$ cat config.mk
export PLATFORM = sky130hd
export DESIGN_NAME = spi_regfile_peripheral
export DESIGN_NICKNAME = d
export VERILOG_FILES = /design/src/rtl/spi_regfile_peripheral.sv
export SDC_FILE = /design/constraint.sdc
export NUM_CORES = 1
export LEC_CHECK = 0
export CORE_MARGIN = 2
export CORE_UTILIZATION = 25
export CTS_BUF_LIST = sky130_fd_sc_hd__clkbuf_4 sky130_fd_sc_hd__clkbuf_8
export DETAILED_ROUTE_END_ITERATION = 16
export PLACE_DENSITY = 0.46
export RECOVER_POWER = 25
export SLEW_MARGIN = 10
export SYNTH_ARGS = -nofsm -noshare
export SYNTH_HDL_FRONTEND = slang
export SYNTH_SLANG_ARGS = --single-unit
$ cat constraint.sdc
create_clock -name clk -period 6.4 [get_ports clk]
set_input_delay 1.28 -clock clk [delete_from_list [all_inputs] [get_ports clk]]
set_output_delay 1.28 -clock clk [all_outputs]
set_load 0.02 [all_outputs]
$ cat src/rtl/spi_regfile_peripheral.sv
// SPI mode-0 peripheral mapping [RW][ADDR][DATA] frames onto a config register file.
// Optional CIPO read-back is built when SPI_READBACK_EN is defined.
module spi_regfile_peripheral #(
    parameter int NUM_REGS    = 8,
    parameter int ADDR_W      = 7,
    parameter int DATA_W      = 8,
    parameter int SYNC_STAGES = 2
) (
    input  logic                       clk,
    input  logic                       rst,
    input  logic                       nCS,
    input  logic                       SCLK,
    input  logic                       COPI,
    output logic                       CIPO,
    output logic                       CIPO_oe,
    output logic [NUM_REGS*DATA_W-1:0] reg_out,
    output logic [NUM_REGS-1:0]        wr_strobe,
    output logic                       frame_err
);

    localparam int FRAME_W = 1 + ADDR_W + DATA_W;
    localparam int CNT_W   = $clog2(FRAME_W + 1) + 1;
    localparam int IDX_W   = (NUM_REGS > 1) ? $clog2(NUM_REGS) : 1;
    localparam int AW1     = ADDR_W + 1;
    localparam logic [CNT_W-1:0] FRAME_CNT = CNT_W'(FRAME_W);
    localparam logic [CNT_W-1:0] ADDR_CNT  = CNT_W'(ADDR_W);
    localparam logic [AW1-1:0]   NREGS_A   = AW1'(NUM_REGS);

    typedef enum logic [1:0] {IDLE, SHIFT, COMMIT} state_t;

    state_t                 state;
    logic [SYNC_STAGES-1:0] ncs_sync, sclk_sync, copi_sync;
    logic [CNT_W-1:0]       cnt;
    logic [FRAME_W-1:0]     sr, sr_next;
    logic [DATA_W-1:0]      regs [NUM_REGS];

    always_ff @(posedge clk) begin
        if (rst) begin
            ncs_sync  <= '0;
            sclk_sync <= '0;
            copi_sync <= '0;
        end else begin
            ncs_sync  <= {ncs_sync[SYNC_STAGES-2:0], nCS};
            sclk_sync <= {sclk_sync[SYNC_STAGES-2:0], SCLK};
            copi_sync <= {copi_sync[SYNC_STAGES-2:0], COPI};
        end
    end

    logic ncs_fall, ncs_rise, sclk_rise, copi_s;
    assign ncs_fall  = ~ncs_sync[SYNC_STAGES-2] &  ncs_sync[SYNC_STAGES-1];
    assign ncs_rise  =  ncs_sync[SYNC_STAGES-2] & ~ncs_sync[SYNC_STAGES-1];
    assign sclk_rise =  sclk_sync[SYNC_STAGES-2] & ~sclk_sync[SYNC_STAGES-1];
    assign copi_s    =  copi_sync[SYNC_STAGES-1];
    assign sr_next   = {sr[FRAME_W-2:0], copi_s};

    logic              frame_rw, addr_ok;
    logic [ADDR_W-1:0] frame_addr;
    logic [DATA_W-1:0] frame_data;
    assign frame_rw   = sr[FRAME_W-1];
    assign frame_addr = sr[FRAME_W-2 -: ADDR_W];
    assign frame_data = sr[DATA_W-1:0];
    assign addr_ok    = {1'b0, frame_addr} < NREGS_A;

`ifdef SPI_READBACK_EN
    localparam int TX_W = $clog2(DATA_W + 1);
    logic              sclk_fall, rd_ok;
    logic [ADDR_W-1:0] rd_addr;
    logic [DATA_W-1:0] rd_data, tx_sr;
    logic [TX_W-1:0]   tx_left;
    assign sclk_fall = ~sclk_sync[SYNC_STAGES-2] & sclk_sync[SYNC_STAGES-1];
    // Address is taken from the shift value being captured this cycle.
    assign rd_addr   = sr_next[ADDR_W-1:0];
    assign rd_ok     = {1'b0, rd_addr} < NREGS_A;
    assign rd_data   = rd_ok ? regs[rd_addr[IDX_W-1:0]] : '0;
`else
    assign CIPO    = 1'b0;
    assign CIPO_oe = 1'b0;
`endif

    always_ff @(posedge clk) begin
        if (rst) begin
            state     <= IDLE;
            cnt       <= '0;
            sr        <= '0;
            wr_strobe <= '0;
            frame_err <= 1'b0;
            for (int unsigned k = 0; k < NUM_REGS; k++) regs[k] <= '0;
`ifdef SPI_READBACK_EN
            tx_sr   <= '0;
            tx_left <= '0;
            CIPO    <= 1'b0;
            CIPO_oe <= 1'b0;
`endif
        end else begin
            wr_strobe <= '0;
            frame_err <= 1'b0;
            case (state)
                IDLE: begin
                    if (ncs_fall) begin
                        state <= SHIFT;
                        cnt   <= '0;
                        sr    <= '0;
`ifdef SPI_READBACK_EN
                        tx_left <= '0;
                        CIPO    <= 1'b0;
                        CIPO_oe <= 1'b1;
`endif
                    end
                end
                SHIFT: begin
                    if (sclk_rise) begin
                        if (cnt < FRAME_CNT) sr <= sr_next;
                        if (cnt <= FRAME_CNT) cnt <= cnt + 1'b1;
`ifdef SPI_READBACK_EN
                        if (cnt == ADDR_CNT && !sr_next[ADDR_W]) begin
                            tx_sr   <= rd_data;
                            tx_left <= TX_W'(DATA_W);
                        end
`endif
                    end
`ifdef SPI_READBACK_EN
                    if (sclk_fall) begin
                        if (tx_left != '0) begin
                            CIPO    <= tx_sr[DATA_W-1];
                            tx_sr   <= tx_sr << 1;
                            tx_left <= tx_left - 1'b1;
                        end else begin
                            CIPO <= 1'b0;
                        end
                    end
`endif
                    if (ncs_rise) begin
                        state <= COMMIT;
`ifdef SPI_READBACK_EN
                        CIPO    <= 1'b0;
                        CIPO_oe <= 1'b0;
                        tx_left <= '0;
`endif
                    end
                end
                COMMIT: begin
                    state <= IDLE;
                    if (cnt != '0) begin
                        if (cnt != FRAME_CNT || !addr_ok) begin
                            frame_err <= 1'b1;
                        end else if (frame_rw) begin
                            regs[frame_addr[IDX_W-1:0]]      <= frame_data;
                            wr_strobe[frame_addr[IDX_W-1:0]] <= 1'b1;
                        end
                    end
                end
                default: state <= IDLE;
            endcase
        end
    end

    always_comb begin
        reg_out = '0;
        for (int unsigned k = 0; k < NUM_REGS; k++)
            reg_out[k*DATA_W +: DATA_W] = regs[k];
    end

endmodule
; Word-level counts from Yosys, hierarchy flattened
; Memory sizes are Yosys's and may differ from the RTL's.
; Cells that the tools add are included.
[totals]
ff_bits = 39
mem_bits_rw = 64
inputBits = 5
out_inout_bits = 75
elab_cells = 69
memories = 1
[op_classes]
add_sub_neg = 1
order_cmp = 5
n_eq_ne = 8
muxes = 25
bitwise_logic = 9
n_reduce_logical = 12
[memory_table]
columns = memory, words, word_bits, rd, rd_ports_with_merged_regs, wr, line_no
row1 = regs, 8, 8, 8, 0, 8, 35  ; logic [DATA_W-1:0] regs [NUM_REGS];
[op_table]
columns = cell, count
row1 = 2-to-1 mux 16 bit, 3
row2 = one-hot mux 16 bit (2 select lines), 1
row3 = 2-to-1 mux 6 bit, 3
row4 = one-hot mux 6 bit (2 select lines), 1
row5 = 2-to-1 mux 1 bit, 11
row6 = "inequality test 2 bit, second input constant", 5
row7 = 2-to-1 mux 8 bit, 1
row8 = AND reduction 4 bit, 2
row9 = OR reduction 8 bit, 1
row10 = "less-than comparator 7 x 4 -> 1 bit, second input constant", 1
row11 = "adder 6 x 1 -> 6 bit, second input constant", 1
row12 = "less-or-equal comparator 6 x 5 -> 1 bit, second input constant", 1
row13 = "less-than comparator 6 x 5 -> 1 bit, second input constant", 1
row14 = "inequality test 6 x 5 -> 1 bit, second input constant", 1
row15 = inverter 1 bit, 6
row16 = nonzero test 6 bit, 1
row17 = OR reduction 5 bit, 1
row18 = "less-than comparator 3 x 4 -> 1 bit, second input constant", 1
row19 = 2-to-1 mux 2 bit, 2
row20 = one-hot mux 2 bit (2 select lines), 1
row21 = AND 1 bit, 3
row22 = demux 1 bit (select 3 bit), 1
row23 = "greater-or-equal comparator 3 x 1 -> 1 bit, second input constant", 1
row24 = 2-to-1 mux 3 bit, 1
row25 = 9 further kinds, 9

; Depth between registers and ports, before layout
; Gate-level depths: netlist (run 1).
[logic_depth]
word_depth = 10
depth_mapped = 7
depth_no_buf = 6

; Worst setup path after synthesis (run 1)
; OpenSTA, ideal clock, no wires.
[synth_path]
kind = input-to-reg
from = input rst
to = memory regs[2][0], enable pin
setup_ps = 374
t_arrival_ps = 2343
required_time_ps = 6026
setup_slack_ps = 3683
stages = 4
path_buffers = 1
cell_sequence = a2111oi_4 -> nand4_1 -> buf_2 -> o21ai_1
[synth_rtl]
columns = element, line_no
row1 = "start, declared", 10  ; input logic rst,
row2 = "end, declared", 35

==> results by group, run 1 <==
Worst setup path
  • R2R depth: 7
  • Reg-to-reg setup timing slack: about 3200 ps
  • FF-to-FF End: regs[2][0]$_SDFFCE_PN0P_
  • Critical path capture point: regs[2][0]$_SDFFCE_PN0P_
  • Required @ worst endpoint: 6430 ps
  • Critical path peak fanout: 32
  • CP startpoint: rst
  • Worst path arrival time: 4500 ps
  • Critical path class: in -> reg
  • R2R Path Start: cnt[0]$_SDFFE_PP0P_
  • CP endpoint kind: flop
  • Startpoint Class: primary input

Synth
  • Syn Area/Cell: 13.5 sq um
  • Synth Flop Type: edfxtp_1
  • Post-Syn Instances: 309
  • EDFF count, synth: 64
  • Mapped Area: 0.00417 sq mm
  • Register area share after synthesis: 64.8%
  • YS warnings: 0
  • Synth async-reset ratio: 0%
  • Post-synth cell types: 39
  • #FFs+latches synth: 103

Place
  • Post-Place Cells: between 500 and 600
  • # port buffers: 77
  • Area after DPL: 0.00511 sq mm
  • Post-Place Setup Slack: 2200 ps
  • GP Congestion: about 0.7
  • Hpwl dp: 6320 um

Timing
  • Max-slew violations: 0
  • Min Clock Period, post-route: approximately 4500 ps
  • WHS: roughly 450 ps
  • Period utilization: between 60% and 70%
  • RSZ-0062 raised after global routing: false
  • Clock Skew: 11.4 ps
  • Achievable frequency: 223 MHz
  • Rel. slew slack: 4.43%
  • Setup TNS: 0 ps
  • Setup ws final: 1920 ps
  • Final Hold Viols: 0
  • Worst-Margin Slew: 1430 ps
  • Final Setup Violations: 0

Worst hold path
  • Worst Hold Class: reg -> reg

Detailed routing
  • Drt first pass iters: 4
  • Routed vias: 2583
  • Initial DRC Count: 174
  • Post-route DRC: 0
  • Post-Route WL: 9360 um
  • Post-DRT Antenna Nets: 0
  • DR WL/cell: approximately 16 um
  • Via-per-instance ratio: 4.31

Clock network
  • Max clock buf depth: 2
  • Clock sink count: just over 100
  • CTS Buf Count: 9
  • CTS-repair resized insts: 0
  • Setup Buffers After CTS: 0
  • CTS tree: built
  • CTS Hold Buffers Added: 0
  • Worst skew pair latency: 380 ps
  • CTS Root Cell: clkbuf_8
  • Clock transition at path regs: approximately 100 ps
  • H-tree Lvls: 3

Die
  • Die height: roughly 130 um
  • I/O Pins: 80
  • Die X: 133 um
  • Initial Util: 25.3%
  • Placement Rows: 47
  • Core box area: 0.0165 sq mm
  • Full die area: roughly 0.018 sq mm

GRT
  • Vias in the first global route: 2470
  • Initial antenna violation count: 0
  • Tot GR Track Use: 10.8%
  • Grt total ovfl: 0
  • First-pass GRT wire length: about 14000 um
  • Largest net degree at the start of global routing: ~40

Finish
  • Commonest non-fill, non-tap cells in the layout: nor3_2 (64), edfxtp_1 (64), clkdlybuf4s50_1 (47), dfxtp_1 (39)
  • Final Util: about 32%
  • Final net count: 382
  • Fill cells: 1672
  • ANT cells: 0
  • Post-route cell area: about 0.0053 sq mm
  • Layout cell share with drive strength beyond 1: a little under a quarter
  • Non-filler cells, final: 600
  • Area Growth Syn to Fin: 27.3%

Power
  • Worst-case vdd ir drop: 0.100 mV
  • Leakage: 1.64 nW
  • PwrDens: 227 mW/mm^2
  • Total power: 1.21 mW

Run
  • Max-cap violations: 0

Status
  • Status: finished, final reports clean
-- worst max-delay path, cell delays in order --
cell           delay (ps)
dlygate4sd3_1         530
clkbuf_1              560
a2111oi_4             510
nand4_1               510
buf_4                 460
o21ai_1               630
-- final cells by class --
class | instances | area, sq um | area share [%]
Multi-Input combinational cell | 168 | 1290 | 24.4
Inverter | 13 | 48.8 | 0.919
Clock inverter | 5 | 58.8 | 1.11
Timing Repair Buffer | 80 | 790 | 14.9
Clock buffer | 11 | 139 | 2.62
Sequential cell | 103 | 2700 | 50.9
Tap cell | 220 | 275 | 5.19
-- routing by layer --
metal	track usage, %	up-vias	wire (um)
li1	-	1249	-
met2	17.6	64	4400
met4	5.14	0	202
met1	13.5	1257	4310
met5	0	-	0
met3	2.66	13	446
-- state kept, by name, summed over array words and instances (netlist names) --
register and count:
sclk_sync 2, ncs_sync 2, frame_err 1, sr 16, regs 64, wr_strobe 8, cnt 6, copi_sync 2
state 2
-- power breakdown --
group	internal, mW	leakage (nW)	total (mW)	switching, mW
combinational	0.0263	0.569	0.0677	0.0414
sequential	0.718	0.976	0.723	0.00566
clock	0.190	0.0980	0.416	0.226
-- synthesized netlist by cell type, types with 2 or more instances --
cell	instances	area share (%)
nand3_1	7	0.84
edfxtp_1	64	46
buf_2	6	0.72
nor2b_1	8	1.2
a21oi_1	2	0.24
a2111o_1	2	0.54
clkbuf_1	13	1.2
clkinv_1	8	0.72
dfxtp_1	39	19
nor2_1	30	2.7
a22oi_1	16	2.9
o21ai_1	8	0.96
and3_1	2	0.30
a32o_1	2	0.48
buf_4	6	1.1
ha_1	2	0.60
a31oi_1	2	0.30
inv_1	5	0.45
nand2b_1	2	0.30
nor3_2	64	15
nand2_1	3	0.27
-- cells by family (layout without fill, tap and decap cells) --
kind of cell	Yosys count	after routing	share of synthesized area, %
other cells	1	2	0.0899
fa+ha+maj	3	3	0.840
simple gates	127	127	23.4
flops	103	103	64.8
buf+inv	39	109	4.26
compound gates	36	36	6.66
-- worst min-delay path by stage --
stage / start / to / slack [ps] / cells past startpoint
after global routing: copi_sync[0]$_SDFF_PP0_ / copi_sync[1]$_SDFF_PP0_ / 480 / 1
after detailed placement: copi_sync[0]$_SDFF_PP0_ / copi_sync[1]$_SDFF_PP0_ / 430 / 1
after floorplan: copi_sync[0]$_SDFF_PP0_ / copi_sync[1]$_SDFF_PP0_ / 410 / 1
after global placement: ncs_sync[1]$_SDFF_PP0_ / state[1]$_SDFFE_PP0P_ / 430 / 1
after CTS: copi_sync[0]$_SDFF_PP0_ / copi_sync[1]$_SDFF_PP0_ / 450 / 1
final: copi_sync[0]$_SDFF_PP0_ / copi_sync[1]$_SDFF_PP0_ / 450 / 1
No activity file was read; power rests on OpenSTA's default activity.
==> run 2, diff against run 1 <==
Settings changed: PLACE_DENSITY 0.46 to 0.48.
Clock period 6.4 ns to 3.75 ns, I/O delays scaled along.
==> run 2 against run 1 <==
The run now ends with capacitance limit, slew limit left. Combinational power increased by 68%. Via count increased by 0.31%. Critical path depth unchanged. Die area unchanged. First-iteration DRC count is 24% higher.
==> results by group, run 2 (synthesis gave the netlist of run 1 again) <==
Status
  • Status: finished with violations
  • Violated checks: capacitance limit, slew limit

Finish
  • Fill cells: 1667 (-0.30%)
  • Final net count: 385 (+0.79%)
  • Max reg flops: 64 (unchanged)
  • ANT cells: 0 (unchanged)
  • Commonest non-fill, non-tap cells in the layout: nor3_2 (64), edfxtp_1 (64), clkdlybuf4s50_1 (41), dfxtp_1 (39), dlygate4sd3_1 (36)
  • Area Growth Syn to Fin: 27.4%
  • Post-route cell area: 0.00532 sq mm (+0.14%)
  • Layout cell share with drive strength beyond 1: 23.0% (+0.082 points)
  • Largest regs: regs (64), sr (16), wr_strobe (8)
  • Largest reg by FF count: regs
  • Final Util: 32.3% (+0.046 points)

Worst setup path
  • CP max stage cell: o21ai_1
  • Largest stage delay, worst path: 730 ps (+100 ps)
  • R2R Path Start: cnt[0]$_SDFFE_PP0P_
  • FF-to-FF End: regs[2][2]$_SDFFCE_PN0P_
  • CP top delay family: compound AO/OA/AOI/OAI gates
  • R2R depth: 6 (-1)
  • Critical path buffers and inverters: 1 (-2)
  • Worst path arrival time: 2750 ps (-1750 ps)
  • Crit-path cells: inv_1 -> ha_1 -> nor3b_2 -> a2111oi_4 -> nand4_1 -> o21ai_1
  • Critical path peak fanout: 8 (-75%)
  • CP endpoint kind: flop
  • Required @ worst endpoint: 3760 ps (-2670 ps)
  • Reg-to-reg setup timing slack: 1010 ps (-2150 ps)
  • Startpoint Class: flop
  • Critical path class: reg -> reg

Die
  • Full die area: 0.0177 sq mm (unchanged)
  • Die X: 133 um (unchanged)
  • Placement Rows: 47 (unchanged)
  • Die height: 133 um (unchanged)
  • I/O Pins: 80 (unchanged)
  • Initial Util: 25.3% (unchanged)
  • Core box area: 0.0165 sq mm (unchanged)

Detailed routing
  • Post-DRT Antenna Nets: 0 (unchanged)
  • Post-route DRC: 0 (unchanged)
  • DR WL/cell: 15.1 um (-2.9%)
  • Via-per-instance ratio: 4.30 (-0.19%)
  • Post-Route WL: 9130 um (-2.5%)
  • Initial DRC Count: 215 (+24%)
  • Drt first pass iters: 4 (unchanged)
  • Routed vias: 2591 (+0.31%)

Clock network
  • CTS Root Cell: clkbuf_8
  • Worst skew pair latency: 380 ps (about the same)
  • CTS tree: built
  • CTS Hold Buffers Added: 0 (unchanged)
  • Clock sink count: 103 (unchanged)
  • CTS Buf Count: 9 (unchanged)
  • H-tree Lvls: 3 (unchanged)
  • CTS-repair resized insts: 0 (unchanged)
  • Setup Buffers After CTS: 0 (unchanged)
  • Max clock buf depth: 2 (unchanged)
  • Clock transition at path regs: 90 ps (about the same)

Place
  • Post-Place Setup Slack: 711 ps (-1490 ps)
  • Hpwl dp: 6200 um (-1.9%)
  • # port buffers: 77 (unchanged)
  • GP Congestion: 0.737 (+3.4%)
  • Area after DPL: 0.00514 sq mm (+0.44%)

Timing
  • Setup TNS: 0 ps (unchanged)
  • Final Hold Viols: 0 (unchanged)
  • Worst-Margin Slew: 1870 ps (+436 ps)
  • Rel. slew slack: -24.7% (-29 points)
  • Achievable frequency: 365 MHz
  • Setup ws final: 1010 ps (-915 ps)
  • RSZ-0062 raised after global routing: false
  • Max-slew violations: 27 (+27)
  • Min Clock Period, post-route: between 2000 and 3000 ps
  • Clock Skew: 11.1 ps (-0.267 ps)
  • Final Setup Violations: 0 (unchanged)
  • Period utilization: about three quarters
  • WHS: 443 ps (-11.0 ps)

Worst hold path
  • Worst Hold Class: reg -> reg
  • WHS Path Cells: 1 (unchanged)
  • Hold path startpoint: copi_sync[0]$_SDFF_PP0_
  • Hold Path End: copi_sync[1]$_SDFF_PP0_

Power
  • Worst-case vdd ir drop: 0.150 mV (+49%)
  • Leakage: 1.67 nW (+1.6%)
  • PwrDens: 379 mW/mm^2 (+67%)

GRT
  • Initial antenna violation count: 0 (unchanged)
  • Vias in the first global route: 2507 (+1.5%)
  • Met1 Use GR: 14.0% (+0.49 points)
  • Met2 usage: 16.9% (-0.69 points)
  • Grt total ovfl: 0 (unchanged)
  • Tot GR Track Use: 10.8% (+0.029 points)
  • Met3 GRT Util: 3.96% (+1.3 points)
  • Largest net degree at the start of global routing: 31 (-24%)
  • First-pass GRT wire length: 14500 um (+2.7%)
  • Busiest grt layer: met2

Run
  • Max-cap violations: 1 (+1)
-- run 2: cell types whose count changed in the layout (fill, tap and decap cells not counted), sizes merged --
cell / previous run / this run
clkbuf: 12 / 10
buf: 2 / 6
clkdlybuf4s50: 47 / 41
clkinvlp: 1 / 0
dlygate4sd3: 30 / 36
clkinv: 11 / 13
-- run 2: where the power goes --
part	switching [mW]	total, mW	internal (mW)
clock	0.356	0.663	0.307
combinational	0.0693	0.114	0.0446
sequential	0.0108	1.24	1.22
total	0.436	2.01	1.58
-- run 2: how the worst max path moves through the flow --
stage | start | end | slack [ps] | cells after the start
5_1_grt | state[0]$_SDFFE_PP0P_ | cnt[0]$_SDFFE_PP0P_ | 690 | 4
2_1_floorplan | cnt[0]$_SDFFE_PP0P_ | regs[2][0]$_SDFFCE_PN0P_ | 1410 | 7
4_1_cts | cnt[0]$_SDFFE_PP0P_ | regs[2][2]$_SDFFCE_PN0P_ | 980 | 6
3_3_place_gp | rst | regs[2][2]$_SDFFCE_PN0P_ | 730 | 4
6_report | cnt[0]$_SDFFE_PP0P_ | regs[2][2]$_SDFFCE_PN0P_ | 1010 | 6
3_5_place_dp | rst | regs[2][2]$_SDFFCE_PN0P_ | 710 | 4
-- run 2: cell type report --
type / count / area (sq um) / area share [%]
tap: 220 / 275 / 5.18
multi-input combinational: 168 / 1290 / 24.3
clock buffer: 10 / 131 / 2.47
sequential: 103 / 2700 / 50.8
clock inverter: 6 / 51.3 / 0.965
timing repair buffer: 83 / 816 / 15.3
inverter: 13 / 48.8 / 0.918
-- run 2: layer usage --
| metal | wire, um | vias to the layer above |
|---|---|---|
| met4 | 123 | 0 |
| met3 | 602 | 10 |
| li1 | - | 1255 |
| met1 | 4180 | 1250 |
| met5 | 0 | - |
| met2 | 4220 | 76 |
-- run 2: metrics by stage --
| step | instances | power [mW] |
|---|---|---|
| global placement | 587 | 1.38 |
| detailed placement | 587 | 1.38 |
| CTS | 603 | 2.05 |
| global route | 603 | 2.10 |
| finish | 603 | 2.01 |
| floorplan | 310 | 1.32 |
==> run 3, diff against run 2 <==
Clock period 3.75 ns to 2.4 ns, I/O delays scaled along.
==> run 3 against run 2 <==
The run now ends clean. Wire length up 4.4%. Power up 59%. Final cell count up 2.5%. Global-route usage up 0.56 points. Setup slack worse by 840 ps. Sequential share of layout area down 1.1 points. Clock power up 61%. Die area unchanged. Core utilization up 0.74 points. Fmax up 23%. Critical endpoint is now regs[6][1]$_SDFFCE_PN0P_.
==> results by group, run 3 (synthesis gave the netlist of run 1 again) <==
Place
  • Hpwl dp: 6530 um (+5.3%)
  • # port buffers: 77 (unchanged)
  • Post-Place Setup Slack: 67.1 ps (-644 ps)
  • Post-Place Cells: 601 (+2.4%)
  • Area after DPL: 0.00524 sq mm (+2.0%)
  • GP Congestion: 0.718 (-2.6%)

Detailed routing
  • Via-per-instance ratio: 4.27 (-0.58%)
  • Post-Route WL: 9530 um (+4.4%)
  • Post-route DRC: 0 (unchanged)
  • Post-DRT Antenna Nets: 0 (unchanged)
  • Routed vias: 2640 (+1.9%)
  • DR WL/cell: 15.4 um (+1.9%)
  • Initial DRC Count: 175 (-19%)
  • Drt first pass iters: 4 (unchanged)

Clock network
  • H-tree Lvls: 3 (unchanged)
  • CTS tree: built
  • CTS Buf Count: 9 (unchanged)
  • Max clock buf depth: 2 (unchanged)
  • Clock sink count: 103 (unchanged)
  • CTS Root Cell: clkbuf_8
  • Worst skew pair latency: 380 ps (about the same)
  • Clock transition at path regs: 100 ps (about the same)
  • CTS Hold Buffers Added: 0 (unchanged)

Worst setup path
  • Worst path arrival time: 2320 ps (-430 ps)
  • Required @ worst endpoint: 2490 ps (-1270 ps)
  • Critical path peak fanout: 8 (unchanged)
  • R2R depth: 8 (+2)
  • Critical path class: reg -> reg
  • Startpoint Class: flop
  • CP endpoint kind: flop

Timing
  • Final Hold Viols: 0 (unchanged)
  • Clock Skew: 13.5 ps (+2.43 ps)
  • Achievable frequency: 449 MHz (+23%)
  • Worst-Margin Slew: 831 ps (-1040 ps)
  • Min Clock Period, post-route: 2230 ps (-513 ps)
  • Final Setup Violations: 0 (unchanged)
  • Max-slew violations: 0 (-100%)
  • RSZ-0062 raised after global routing: false
  • Rel. slew slack: 44.6% (+69 points)
  • WHS: 446 ps (+3.06 ps)
  • Period utilization: 92.8% (+20 points)
  • Setup TNS: 0 ps (unchanged)
  • Setup ws final: 173 ps (-837 ps)

Finish
  • ANT cells: 0 (unchanged)
  • Area Growth Syn to Fin: 30.4%
  • Fill cells: 1665 (-0.12%)
  • Post-route cell area: 0.00544 sq mm (+2.3%)
  • Non-filler cells, final: 618 (+2.5%)
  • Final net count: 400 (+3.9%)
  • Largest regs: regs (64), sr (16), wr_strobe (8)
  • Commonest non-fill, non-tap cells in the layout: nor3_2 (64), edfxtp_1 (64), clkdlybuf4s50_1 (46), dfxtp_1 (37), dlygate4sd3_1 (31)
  • Final Util: 33.0% (+0.74 points)
  • Multi-input logic area: 0.00129 sq mm (about the same)
  • Largest reg by FF count: regs
  • Sequential Area: 0.00271 sq mm (about the same)
  • Layout cell share with drive strength beyond 1: 26.9% (+3.9 points)
  • Max reg flops: 64 (unchanged)

Worst hold path
  • Worst Hold Class: reg -> reg
  • WHS Path Cells: 1 (unchanged)

Power
  • PwrDens: 588 mW/mm^2 (+55%)
  • Total power: 3.20 mW (+59%)
  • Worst-case vdd ir drop: 0.222 mV (+49%)
  • Leakage: 1.73 nW (+3.7%)

Status
  • Status: finished, final reports clean

GRT
  • Initial antenna violation count: 0 (unchanged)
  • Tot GR Track Use: 11.4% (+0.56 points)
  • Largest net degree at the start of global routing: 31 (unchanged)
  • Vias in the first global route: 2732 (+9.0%)
  • Grt total ovfl: 0 (unchanged)
  • First-pass GRT wire length: 15300 um (+5.5%)

Die
  • I/O Pins: 80 (unchanged)
  • Core box area: 0.0165 sq mm (unchanged)
  • Die X: 133 um (unchanged)
  • Die height: 133 um (unchanged)
  • Initial Util: 25.3% (unchanged)
  • Full die area: 0.0177 sq mm (unchanged)
  • Placement Rows: 47 (unchanged)

Run
  • Max-cap violations: 0 (-1)
[run 3: changes by cell type in the layout (fill, tap and decap cells not counted), moves of 2 or more]
cell / change
clkdlybuf4s50_1: +5
dfxtp_1: -2
clkinv_1: -2
buf_4: +14
clkinvlp_4: +2
dlygate4sd3_1: -5
dfxtp_2: +2
[run 3: cell type report]
| class | instances | share of cell area [%] |
|---|---|---|
| flip-flops and latches | 103 | 49.7 |
| multi-input cells | 168 | 23.7 |
| repair buffers | 98 | 17.1 |
| well taps | 220 | 5.06 |
| clock buffers | 9 | 2.28 |
| clock inverters | 7 | 1.17 |
| inverters | 13 | 0.897 |
[run 3: timing repair]
action	CTS	global route
resized for setup	0	3
endpoints found under the setup margin	0	49
setup buffers	0	1
[run 3: routing by layer]
layer  wire [um]  global-route usage [%]  up-vias
li1            -                       -     1284
met1        4290                    14.6     1269
met2        4550                    18.4       72
met3         533                    3.39       15
met4         148                    3.96        0
met5           0                       0        -
[run 3: report_power, final]
group          internal (mW)  switching, mW
clock network          0.473          0.600
logic                 0.0814          0.111
registers               1.91         0.0169
total                   2.47          0.729
[run 3: final timing paths]
kind                                         startpoint                        to  slack [ps]
worst max-delay path                cnt[0]$_SDFFE_PP0P_  regs[6][1]$_SDFFCE_PN0P_         170
worst min-delay path            copi_sync[0]$_SDFF_PP0_   copi_sync[1]$_SDFF_PP0_         450
worst max register to register      cnt[0]$_SDFFE_PP0P_  regs[6][1]$_SDFFCE_PN0P_         170
worst min register to register  copi_sync[0]$_SDFF_PP0_   copi_sync[1]$_SDFF_PP0_         450
[run 3: critical path, cell delays in order (launching register included)]
cell,delay [ps]
dfxtp_2,360
inv_1,60
ha_1,180
nor3b_2,180
a2111oi_4,390
nand4_1,230
buf_4,190
o21ai_1,140
buf_4,190
